===== src/rtl/mem_port_arbiter.sv =====
// mem_port_arbiter: shares one 64-bit memory port between instruction fetch and the LSU
// using a three-state access FSM with a bounded LSU-priority streak.
module mem_port_arbiter #(
    parameter logic [63:0] PC_START       = 64'h8000_0000,
    parameter int          MAX_LSU_STREAK = 4
) (
    input  logic        clk,
    input  logic        rst,
    input  logic        i_if_req,
    input  logic [63:0] i_if_addr,
    output logic        o_if_ready,
    output logic        o_if_rvalid,
    output logic [31:0] o_if_rdata,
    input  logic        i_lsu_req,
    input  logic        i_lsu_wen,
    input  logic [63:0] i_lsu_addr,
    input  logic [1:0]  i_lsu_size,
    input  logic [63:0] i_lsu_wdata,
    output logic        o_lsu_ready,
    output logic        o_lsu_rvalid,
    output logic [63:0] o_lsu_rdata,
    output logic        o_mem_en,
    output logic [63:0] o_mem_idx,
    output logic        o_mem_wen,
    output logic [63:0] o_mem_wmask,
    output logic [63:0] o_mem_wdata,
    input  logic [63:0] i_mem_rdata
);
    typedef enum logic [1:0] {IDLE, ACCESS, RESP} state_t;
    state_t      r_state;
    logic [3:0]  r_streak;
    logic        r_src_lsu;
    logic        r_wen;
    logic [63:0] r_addr;
    logic [1:0]  r_size;
    logic [63:0] r_wdata;
    logic [31:0] r_if_rdata;
    logic [63:0] r_lsu_rdata;
    logic        w_idle, w_access, w_resp, w_store;
    logic        w_sel_lsu, w_sel_if;
    logic [63:0] w_req_addr;
    logic [1:0]  w_req_size;
    logic [2:0]  w_req_off;
    logic [5:0]  w_shift;
    logic [7:0]  w_byte_base, w_byte_mask;
    logic [63:0] w_lane_mask, w_size_mask, w_load_data;
    logic [31:0] w_if_data;
    logic [63:0] w_lsu_data;
    assign w_idle   = r_state == IDLE;
    assign w_access = r_state == ACCESS;
    assign w_resp   = r_state == RESP;
    assign w_store  = w_access & r_src_lsu & r_wen;
    // LSU wins ties until it has taken MAX_LSU_STREAK grants in a row over a waiting fetch
    assign w_sel_lsu = i_lsu_req & (~i_if_req | (r_streak != 4'(MAX_LSU_STREAK)));
    assign w_sel_if  = i_if_req & ~w_sel_lsu;
    assign o_if_ready  = w_idle & w_sel_if;
    assign o_lsu_ready = w_idle & w_sel_lsu;
    assign w_req_addr = w_sel_lsu ? i_lsu_addr : i_if_addr;
    assign w_req_size = w_sel_lsu ? i_lsu_size : 2'd2;
    assign w_req_off  = w_req_size == 2'd3 ? 3'b000 :
                        w_req_size == 2'd2 ? {w_req_addr[2], 2'b00} :
                        w_req_size == 2'd1 ? {w_req_addr[2:1], 1'b0} : w_req_addr[2:0];
    assign w_shift     = {r_addr[2:0], 3'b000};
    assign w_byte_base = r_size == 2'd0 ? 8'h01 : r_size == 2'd1 ? 8'h03 : r_size == 2'd2 ? 8'h0F : 8'hFF;
    assign w_byte_mask = w_byte_base << r_addr[2:0];
    assign w_size_mask = r_size == 2'd0 ? 64'hFF : r_size == 2'd1 ? 64'hFFFF :
                         r_size == 2'd2 ? 64'hFFFF_FFFF : '1;
    for (genvar k = 0; k < 8; k++) begin : g_lane
        assign w_lane_mask[8*k +: 8] = {8{w_byte_mask[k]}};
    end
    assign o_mem_en    = w_access;
    assign o_mem_idx   = w_access ? (r_addr - PC_START) >> 3 : 64'd0;
    assign o_mem_wen   = w_store;
    assign o_mem_wmask = w_store ? w_lane_mask : 64'd0;
    assign o_mem_wdata = w_store ? r_wdata << w_shift : 64'd0;
    assign w_load_data = (i_mem_rdata >> w_shift) & w_size_mask;
    assign o_if_rvalid  = w_resp & ~r_src_lsu;
    assign o_lsu_rvalid = w_resp & r_src_lsu;
    assign w_if_data    = r_addr[2] ? i_mem_rdata[63:32] : i_mem_rdata[31:0];
    assign w_lsu_data   = r_wen ? 64'd0 : w_load_data;
    assign o_if_rdata   = o_if_rvalid ? w_if_data : r_if_rdata;
    assign o_lsu_rdata  = o_lsu_rvalid ? w_lsu_data : r_lsu_rdata;
    always_ff @(posedge clk) begin
        if (rst) begin
            r_state     <= IDLE;
            r_streak    <= 4'd0;
            r_src_lsu   <= 1'b0;
            r_wen       <= 1'b0;
            r_addr      <= 64'd0;
            r_size      <= 2'd0;
            r_wdata     <= 64'd0;
            r_if_rdata  <= 32'd0;
            r_lsu_rdata <= 64'd0;
        end else begin
            case (r_state)
                IDLE: begin
                    r_streak <= (w_sel_lsu & i_if_req) ? r_streak + 4'd1 : 4'd0;
                    if (w_sel_lsu | w_sel_if) begin
                        r_state   <= ACCESS;
                        r_src_lsu <= w_sel_lsu;
                        r_wen     <= w_sel_lsu & i_lsu_wen;
                        r_addr    <= {w_req_addr[63:3], w_req_off};
                        r_size    <= w_req_size;
                        r_wdata   <= i_lsu_wdata;
                    end
                end
                ACCESS: r_state <= RESP;
                RESP: begin
                    r_state     <= IDLE;
                    r_if_rdata  <= o_if_rvalid ? w_if_data : r_if_rdata;
                    r_lsu_rdata <= o_lsu_rvalid ? w_lsu_data : r_lsu_rdata;
                end
                default: r_state <= IDLE;
            endcase
        end
    end
endmodule


===== config.mk =====
export PLATFORM = sky130hd
export DESIGN_NAME = mem_port_arbiter
export DESIGN_NICKNAME = d
export VERILOG_FILES = /design/src/rtl/mem_port_arbiter.sv
export SDC_FILE = /design/constraint.sdc
export NUM_CORES = 1
export LEC_CHECK = 0
export BUFFER_PORTS_ARGS = -buffer_cell sky130_fd_sc_hd__buf_2
export CAP_MARGIN = 20
export CORE_AREA = 2 2 217 219
export CTS_CLUSTER_DIAMETER = 150
export DETAILED_ROUTE_END_ITERATION = 7
export DIE_AREA = 0 0 219 221
export GPL_TIMING_DRIVEN = 0
export HOLD_SLACK_MARGIN = 0.05
export PLACE_DENSITY = 0.57
export SLEW_MARGIN = 10
export SYNTH_ARGS = -nofsm -noshare
export SYNTH_HDL_FRONTEND = slang
export SYNTH_SLANG_ARGS = --single-unit

===== constraint.sdc =====
create_clock -name clk -period 3.8 [get_ports clk]
set_clock_uncertainty 0.1 [all_clocks]
set_input_delay 0.38 -clock clk [delete_from_list [all_inputs] [get_ports clk]]
set_output_delay 0.38 -clock clk [all_outputs]
set_load 0.01 [all_outputs]

==> out/summary.txt <==
DIE HEIGHT: 221 um
Num CTS Buffers: 28
CP Data Arrival Time: 3.24 ns
Final hold vios: 0
Pre-CTS setup slack: -0.546 ns
Wirelength, routed: 76100 um
CP max FO: 10
Layout net count: 2892
Via density: 5.38
Top-count cell post-synth: nand2_1
Wire length per cell: 23.4 um
Area grow syn2layout: 47.1%
Share of post-route cells with drive strength above 1: 0.291
Synthesized flop and latch total: 234
Met2 GRT Util: 0.509
Vias in the first global route: 16.8k
Placed Cells: 3009
Max-cap violations: 0
Clk pwr share: 0.402
Cell Pwr Density: 373 mW/mm^2
GR Layer Usage met3: 0.0579
Synth top area cells: dfxtp_1 (33%), mux2i_1 (11%), nand2_1 (9.6%)
Top cells by count, synth: nand2_1 (366), dfxtp_1 (234), nor2_1 (177), mux2i_1 (160), clkbuf_1 (139)
Placed wire-length estimate: 59800 um
Die ar.: 0.0484 mm^2
Worst EP required: 3.32 ns
LEAKAGE: 9.35 nW
Longest Clk Path Bufs: 3
CTS H-tree lvls: 1
Port bufs: 549
Die X: 219 um
CTS tree: built
Vias: 17.5k
Gr usage total: 0.297
Setup repair after global routing missed its margin: false
DR DRC count: 0
Maximum vdd ir drop: 0.000461 V
Grt met1 use: 0.369
Seq pwr share: 0.355
Combinational power share: 0.243
Cell taking the most area after synthesis: dfxtp_1
Clk sink count: 234
Starting density of the core: 0.310
Switching Share: 0.319
Sequential fraction of the synthesis area: 0.329
Pint: 5.32 mW
Core outline area: 0.0461 mm^2
Max frequency: 268 MHz
Min Clock Period, post-route: 3.72 ns
Period Utilization, post-route: 0.980
Yosys warning count: 0
Synth Instances: 1846
Total grt overflow: 0
Crit end category: primary output
Pins Over Slew Limit: 0
Final setup vio count: 0
Critical Path Source Type: register
Fill count: 4650
Final cell count without fillers: 3256
Critical path class: register to primary output
Worst skew pair latency: 0.59 ns
# rows: 79
Reg clk slew, reported paths: 0.07 ns
Status: complete, no violations
Routed Antenna Nets: 0
Psw: 2.50 mW
Worst Hold Class: primary input to register
Routability cong.: 0.988
Avg Inst Size Synth: 7.72 um^2
# IOs: 557
Most used DFF post-synth: dfxtp_1
Slack of the critical path: 0.0753 ns
Antenna violations before repair: 6
Top Usage Layer GRT: met2
Post-synth EDFFs: 0
Relative slew slack: 0.232
Yosys top cell area share: 0.329
Worst Max-Slew Pin Slew: 1.14 ns
Cell Area, Synth: 0.0143 mm^2
Pre-antenna DRT Iters: 6
Initial DRC count: 1344
First-pass GRT wire length: 108000 um
Async SR Flop Fraction: 0
Root Buffer: clkbuf_16
Synth unique cells: 62
Pin count of the biggest net entering global routing: 20
path summary, 6_finish.rpt:
| kind | startpoint | to | slack (ns) | cells past startpoint |
|---|---|---|---|---|
| worst min-delay path | i_lsu_size[0] | r_size[0]$_SDFFE_PP0P_ | 0.09 | 3 |
| worst max-delay path | r_addr[2]$_SDFFE_PP0P_ | o_mem_wmask[18] | 0.08 | 8 |
| worst min register to register | r_lsu_rdata[55]$_SDFFE_PP0N_ | r_lsu_rdata[55]$_SDFFE_PP0N_ | 0.35 | 2 |
| worst max register to register | r_streak[0]$_SDFFE_PP0P_ | r_addr[52]$_SDFFE_PP0P_ | 0.44 | 10 |
placed cells by master (no fill, tap or decap), drive strengths merged, types with 21 or more instances in the layout:
master         n
a21oi        136
dfxtp        234
buf          633
and2          32
a311oi        62
inv           21
clkbuf       180
mux2i        160
mux2          21
dlygate4sd3  194
nand2        366
nor2b         69
nor2         177
a22o          41
o21ai         90
power groups by stage:
| stage | clock network, mW | logic, mW | registers (mW) |
|---|---|---|---|
| 4_1_cts | 3.17 | 1.86 | 2.76 |
| 6_report | 3.15 | 1.90 | 2.77 |
| 3_5_place_dp | 0 | 1.64 | 2.81 |
| 2_1_floorplan | 0 | 0.958 | 2.75 |
| 5_1_grt | 3.27 | 2.03 | 2.79 |
| 3_3_place_gp | 0 | 1.63 | 2.81 |
through the flow:
stage	area (um^2)	TNS [ns]	hold slack (ns)	power (mW)	util
4_1_cts	20900	0	0.0542	7.79	0.454
3_3_place_gp	17800	-34.00	0.335	4.44	0.386
2_1_floorplan	14300	0	0.325	3.71	-
6_report	21000	0	0.0946	7.82	0.455
5_1_grt	21000	0	0.0795	8.08	0.455
3_5_place_dp	17800	-8.88	0.342	4.46	0.387
what timing repair did:
action | 4_1_cts | 5_1_grt
pin swaps | 1 | 2
hold endpoints to repair | 134 | 0
gates cloned | 0 | 0
buffers inserted | 2 | 1
setup endpoints to repair | 135 | 78
resized for setup | 36 | 22
hold buffers | 194 | 0
logic make-up (layout without fill, tap and decap cells):
group                    count (synthesis)  in the layout  synth area share
buffers and inverters                  242           1041            0.0810
flip-flops                             234            234             0.329
AND/OR/NAND/NOR                        738            738             0.232
other                                    1              5          0.000263
adder cells (fa/ha/maj)                  3              3           0.00263
multiplexers                           198            198             0.156
XOR/XNOR                                 9              9           0.00553
AO/OA/AOI/OAI                          421            421             0.194
metal layers:
| layer | vias to the layer above | part of all wire |
|---|---|---|
| met5 | - | 0.00057 |
| met4 | 6 | 0.038 |
| met3 | 154 | 0.086 |
| met2 | 934 | 0.48 |
| met1 | 8442 | 0.40 |
| li1 | 7986 | - |
worst max-delay path: stages (launching register included):
cell and delay (ns):
dfxtp_1 0.35, clkbuf_4 0.22, clkbuf_4 0.24, buf_4 0.24, nor2_1 0.26, clkbuf_1 0.52, and3_1 0.51, buf_4 0.18
buf_2 0.12
state kept, by name, indices dropped and copies added (netlist names):
name         count
r_addr          64
r_if_rdata      32
r_lsu_rdata     64
r_size           2
r_src_lsu        1
r_state          2
r_streak         4
r_wdata         64
r_wen            1
cell type report:
cell class | count | area, um^2 | area share
Tap cell | 607 | 759 | 0.0362
Multi-Input combinational cell | 1372 | 8510 | 0.406
Clock buffer | 36 | 781 | 0.0372
Timing Repair Buffer | 751 | 4750 | 0.226
Inverter | 18 | 67.6 | 0.00322
Antenna cell | 2 | 5.00 | 0.000239
Clock inverter | 15 | 284 | 0.0135
Buffer | 221 | 1130 | 0.0541
Sequential cell | 234 | 4680 | 0.223
Note: power is estimated with default switching activity, not from simulation.
